$ cat src/rtl/keypad_pkg.sv
// Shared keypad types: debouncer FSM states and the 4-bit key code used by
// the scanner, debouncer and digit shifter.
package keypad_pkg;

    typedef enum logic [1:0] {
        IDLE         = 2'd0,
        PRESS_WAIT   = 2'd1,
        HELD         = 2'd2,
        RELEASE_WAIT = 2'd3
    } kb_state_t;

    typedef logic [3:0] key_code_t;

    localparam key_code_t KEY_NONE = 4'h0;

endpackage

$ cat src/rtl/key_debouncer.sv
// Debounces the keypad scanner's key-valid/code pair into one strobe per press,
// and holds the scanner on the active column while a key is down or bouncing.
module key_debouncer
    import keypad_pkg::*;
#(
    parameter int DEBOUNCE_CYCLES = 24000
) (
    input  logic      clk,
    input  logic      reset,
    input  logic      key_valid,
    input  key_code_t key_code,
    output logic      key_strobe,
    output key_code_t key_out,
    output logic      key_held,
    output logic      scan_hold
);

    localparam int CNT_W = $clog2(DEBOUNCE_CYCLES);
    localparam logic [CNT_W-1:0] CNT_LAST = CNT_W'(DEBOUNCE_CYCLES - 1);

    kb_state_t        state;
    logic [CNT_W-1:0] cnt;
    key_code_t        cand;

    // Outputs are written alongside the state transition so they track the
    // state that is being entered, not the one being left.
    always_ff @(posedge clk or negedge reset) begin
        if (!reset) begin
            state      <= IDLE;
            cnt        <= '0;
            cand       <= KEY_NONE;
            key_out    <= KEY_NONE;
            key_strobe <= 1'b0;
            key_held   <= 1'b0;
            scan_hold  <= 1'b0;
        end else begin
            key_strobe <= 1'b0;
            case (state)
                IDLE: begin
                    if (key_valid) begin
                        cand      <= key_code;
                        cnt       <= '0;
                        scan_hold <= 1'b1;
                        state     <= PRESS_WAIT;
                    end
                end
                PRESS_WAIT: begin
                    if (!key_valid || key_code != cand) begin
                        cnt       <= '0;
                        scan_hold <= 1'b0;
                        state     <= IDLE;
                    end else if (cnt == CNT_LAST) begin
                        key_out    <= cand;
                        key_strobe <= 1'b1;
                        key_held   <= 1'b1;
                        state      <= HELD;
                    end else begin
                        cnt <= cnt + 1'b1;
                    end
                end
                HELD: begin
                    // A different code while held is a second key: ignored.
                    if (!key_valid) begin
                        cnt   <= '0;
                        state <= RELEASE_WAIT;
                    end
                end
                RELEASE_WAIT: begin
                    if (key_valid) begin
                        state <= HELD;
                    end else if (cnt == CNT_LAST) begin
                        cnt       <= '0;
                        key_held  <= 1'b0;
                        scan_hold <= 1'b0;
                        state     <= IDLE;
                    end else begin
                        cnt <= cnt + 1'b1;
                    end
                end
                default: begin
                    cnt       <= '0;
                    key_held  <= 1'b0;
                    scan_hold <= 1'b0;
                    state     <= IDLE;
                end
            endcase
        end
    end

endmodule

$ cat config.mk
export PLATFORM = sky130hd
export DESIGN_NAME = key_debouncer
export DESIGN_NICKNAME = d
export VERILOG_FILES = /design/src/rtl/keypad_pkg.sv /design/src/rtl/key_debouncer.sv
export SDC_FILE = /design/constraint.sdc
export NUM_CORES = 1
export LEC_CHECK = 0
export BUFFER_PORTS_ARGS = -buffer_cell sky130_fd_sc_hd__buf_2
export CORE_ASPECT_RATIO = 2
export CORE_MARGIN = 4
export CORE_UTILIZATION = 58
export DETAILED_ROUTE_END_ITERATION = 8
export PLACE_DENSITY = 0.78
export SLEW_MARGIN = 10
export SYNTH_ARGS = -nofsm -noshare
export SYNTH_HDL_FRONTEND = slang
export SYNTH_SLANG_ARGS = --single-unit
$ cat constraint.sdc
create_clock -name clk -period 2.8 [get_ports clk]
set_input_delay 0.28 -clock clk [delete_from_list [all_inputs] [get_ports clk]]
set_output_delay 0.28 -clock clk [all_outputs]
set_load 0.05 [all_outputs]
==> results.cfg <==
[outcome]
outcome = finished with violations
failed_checks = negative hold slack

[yosys]
syn_inst = 159
synth_nets = 167
yosysWarnings = 0
synthFlopType = dfrtp_1
seq_area_frac_synth_pct = 42.6
syn_area_sq_mm = 0.00165
ys_ff_latch = 28
yosys.cell_types.count = 50
async_reset_ff_share_pct = 100
synth_edf_count = 0
syn_avg_cell_area_sq_um = 10.4

[setup_path]
startpoint_type = register
ff2ff_path_depth = 5
critPathMaxFanout = 13
path_buf_inv = 0
cp.required_ns = 3.03
crit_path_start = cnt[9]$_DFFE_PN0P_
reg2reg_to = cnt[0]$_DFFE_PN0P_
cp_top_family = simple AND/OR/NAND/NOR gates
arrival_ns = 2.79
max_stage_delay_ns = 0.59
slowest_stage = or4b_4
end_kind = register
path_depth = 5
cp_cell_sequence = or4b_4, nor4_1, nand3_1, a21oi_2, mux2_2
worst-setup-path-type = reg2reg
endpoint = cnt[0]$_DFFE_PN0P_
reg2reg_from = cnt[9]$_DFFE_PN0P_
r2r_slack_ns = 0.25

[cts]
cts_tree = done
htreeDepth = 1
cts_resized = 0
cts.sinks = 28
holdBufCountCts = 0
post_cts_buffers = 0
numCtsBuffers = 3
clock_latency_ns = 0.29
path_clk_slew_ns = 0.10
cts_buffer_depth = 2
cts-root-buf = clkbuf_8

[sta]
fin_crit_ns = 2.55
drv_slew = 0
skew_ns = 0.0126
fmax_mhz = 392
period_share_pct = 91.2
final-hold-violation-count = 16
setup_tns_ns = 0
setup_violations = 0
maxSlewHeadroom_pct = 53.7
worst_pin_slew_ns = 0.690
hold_ws_ns = -0.00798
rsz0062_at_grt = false

[place]
dp.cells = 193
port_buffers = 13
dp_hpwl_um = 2610
placed_cell_area_sq_mm = 0.00168
routabilityCongestion = 0.919

[grt]
met1_usage_pct = 22.9
use_met2_pct = 40.3
grt_max_degree = 29
met3_usage_pct = 4.12
grt_pass1_wl_um = 6440
grt_pass1_vias = 1427
grt_usage_pct = 22.5
antenna_found_initial = 0
overflow = 0
top_usage_layer = met2

[die]
io_pins = 14
die_h_um = 83.4
dieArea_sq_mm = 0.00381
floorplan.initialDensity_pct = 60.2
core_sq_mm = 0.00274
dieWidth_um = 45.7
floorplan.rows = 27

[detailed_routing]
routed_wl_um = 3660
via_per_inst = 6.79
avgRoutedWirePerCell_um = 18.6
vias = 1338
drc = 0
ant_nets = 0
dr.pass1.iters = 4
drtIter0Drc = 55

[cells_and_area]
design_area_sq_mm = 0.00175
num_antenna_cells = 0
finalNetCount = 177
drive_gt1_share_pct = 28.0
synthToLayoutAreaGrowth_pct = 6.31
instances_no_fill = 197
utilization_pct = 64.0

[power]
powerDensity_mw_per_mm2 = 489
peakVddDrop_mv = 0.329
leakage_nw = 0.848

[hold_path]
hold_class = in2async

[flow_run]
drv_cap = 0
==> power by group <==
| part | total, mW | internal (mW) | switching (mW) |
|---|---|---|---|
| clock network | 0.324 | 0.192 | 0.132 |
| registers | 0.438 | 0.420 | 0.0178 |
| logic | 0.0949 | 0.0373 | 0.0577 |
==> layout by cell type (no fill, tap or decap), types with 2 or more instances in the layout <==
cell type  netlist  routed
a21oi_1          3       3
nor4_1           2       2
mux2_4           4       4
a211o_1          7       7
nor3_1          11      11
clkbuf_8         2       3
nand2b_1         2       2
nand2_1          8       8
nand3_1          9       9
dfrtp_1         28      28
and3_1           8       8
nor2_1           8       8
a22o_1           2       2
inv_1            3       3
mux2_2           5       5
and3_2           4       4
nor2b_1          3       3
xnor2_1          5       5
o21ai_0          5       5
nand4_1          6       6
and2_2           2       2
buf_2            0      13
a211o_2          2       2
==> stage by stage <==
| step | power [mW] | worst slack (ns) |
|---|---|---|
| after floorplan | 0.514 | 0.649 |
| after global placement | 0.535 | 0.430 |
| after detailed placement | 0.539 | 0.321 |
| after CTS | 0.857 | 0.270 |
| after global routing | 0.889 | 0.00483 |
| final | 0.856 | 0.247 |
==> cells in the mapped netlist (all sizes together) (2+ instances only) <==
| library cell | instances | area share, % |
|---|---|---|
| nor2b | 3 | 1.1 |
| a22o | 3 | 1.7 |
| xnor2 | 5 | 2.7 |
| and2 | 2 | 0.91 |
| a21oi | 4 | 1.4 |
| mux2 | 9 | 7.1 |
| nand3 | 9 | 2.7 |
| inv | 3 | 0.68 |
| nor4 | 3 | 1.5 |
| nor2 | 9 | 2.5 |
| nor3 | 11 | 3.3 |
| nand4 | 6 | 2.3 |
| clkbuf | 5 | 2.4 |
| o21ai | 5 | 1.5 |
| dfrtp | 28 | 43 |
| or4 | 2 | 1.1 |
| nand2b | 2 | 0.76 |
| nand2 | 9 | 2.5 |
| buf | 3 | 1.6 |
| a21o | 2 | 0.99 |
| a211o | 9 | 4.9 |
| and3 | 13 | 5.5 |
==> how the worst min path moves through the flow <==
stage / cells past startpoint / end / startpoint / slack, ns
final: 1 / cand[3]$_DFFE_PN0P_ / reset / -0.008
after global routing: 1 / cnt[6]$_DFFE_PN0P_ / reset / 0.04
after CTS: 1 / cand[3]$_DFFE_PN0P_ / reset / 0.02
after detailed placement: 1 / cnt[10]$_DFFE_PN0P_ / reset / 0.33
after global placement: 1 / cnt[12]$_DFFE_PN0P_ / reset / 0.32
after floorplan: 0 / cand[0]$_DFFE_PN0P_ / reset / -0.02
==> cells by family (layout without fill, tap and decap cells) <==
group | Yosys count | after routing | synth area share, %
compound gates | 29 | 29 | 13.9
fa+ha+maj | 1 | 1 | 0.760
mux | 10 | 10 | 7.67
xor+xnor | 6 | 6 | 3.19
simple gates | 73 | 73 | 26.6
buf+inv | 12 | 21 | 5.32
flops | 28 | 28 | 42.6
==> routing by layer <==
| layer | share of wire [%] | up-vias | wire (um) |
|---|---|---|---|
| met5 | 0 | - | 0 |
| met4 | 3.3 | 0 | 122 |
| met3 | 4.3 | 12 | 156 |
| met2 | 58 | 58 | 2110 |
| met1 | 35 | 660 | 1260 |
| li1 | - | 608 | - |
==> registers in the layout (all words and copies together) (netlist names) <==
register,count
cand,4
cnt,15
key_held,1
key_out,4
key_strobe,1
scan_hold,1
state,2
==> cell type report <==
cell class / instances / area [sq um]
Fill cell: 222 / 986
Multi-Input combinational cell: 119 / 858
Sequential cell: 28 / 701
Timing Repair Buffer: 14 / 72.6
Clock buffer: 3 / 41.3
Tap cell: 29 / 36.3
Clock inverter: 1 / 30.0
Inverter: 3 / 11.3
Note: power is estimated with default switching activity, not from simulation.
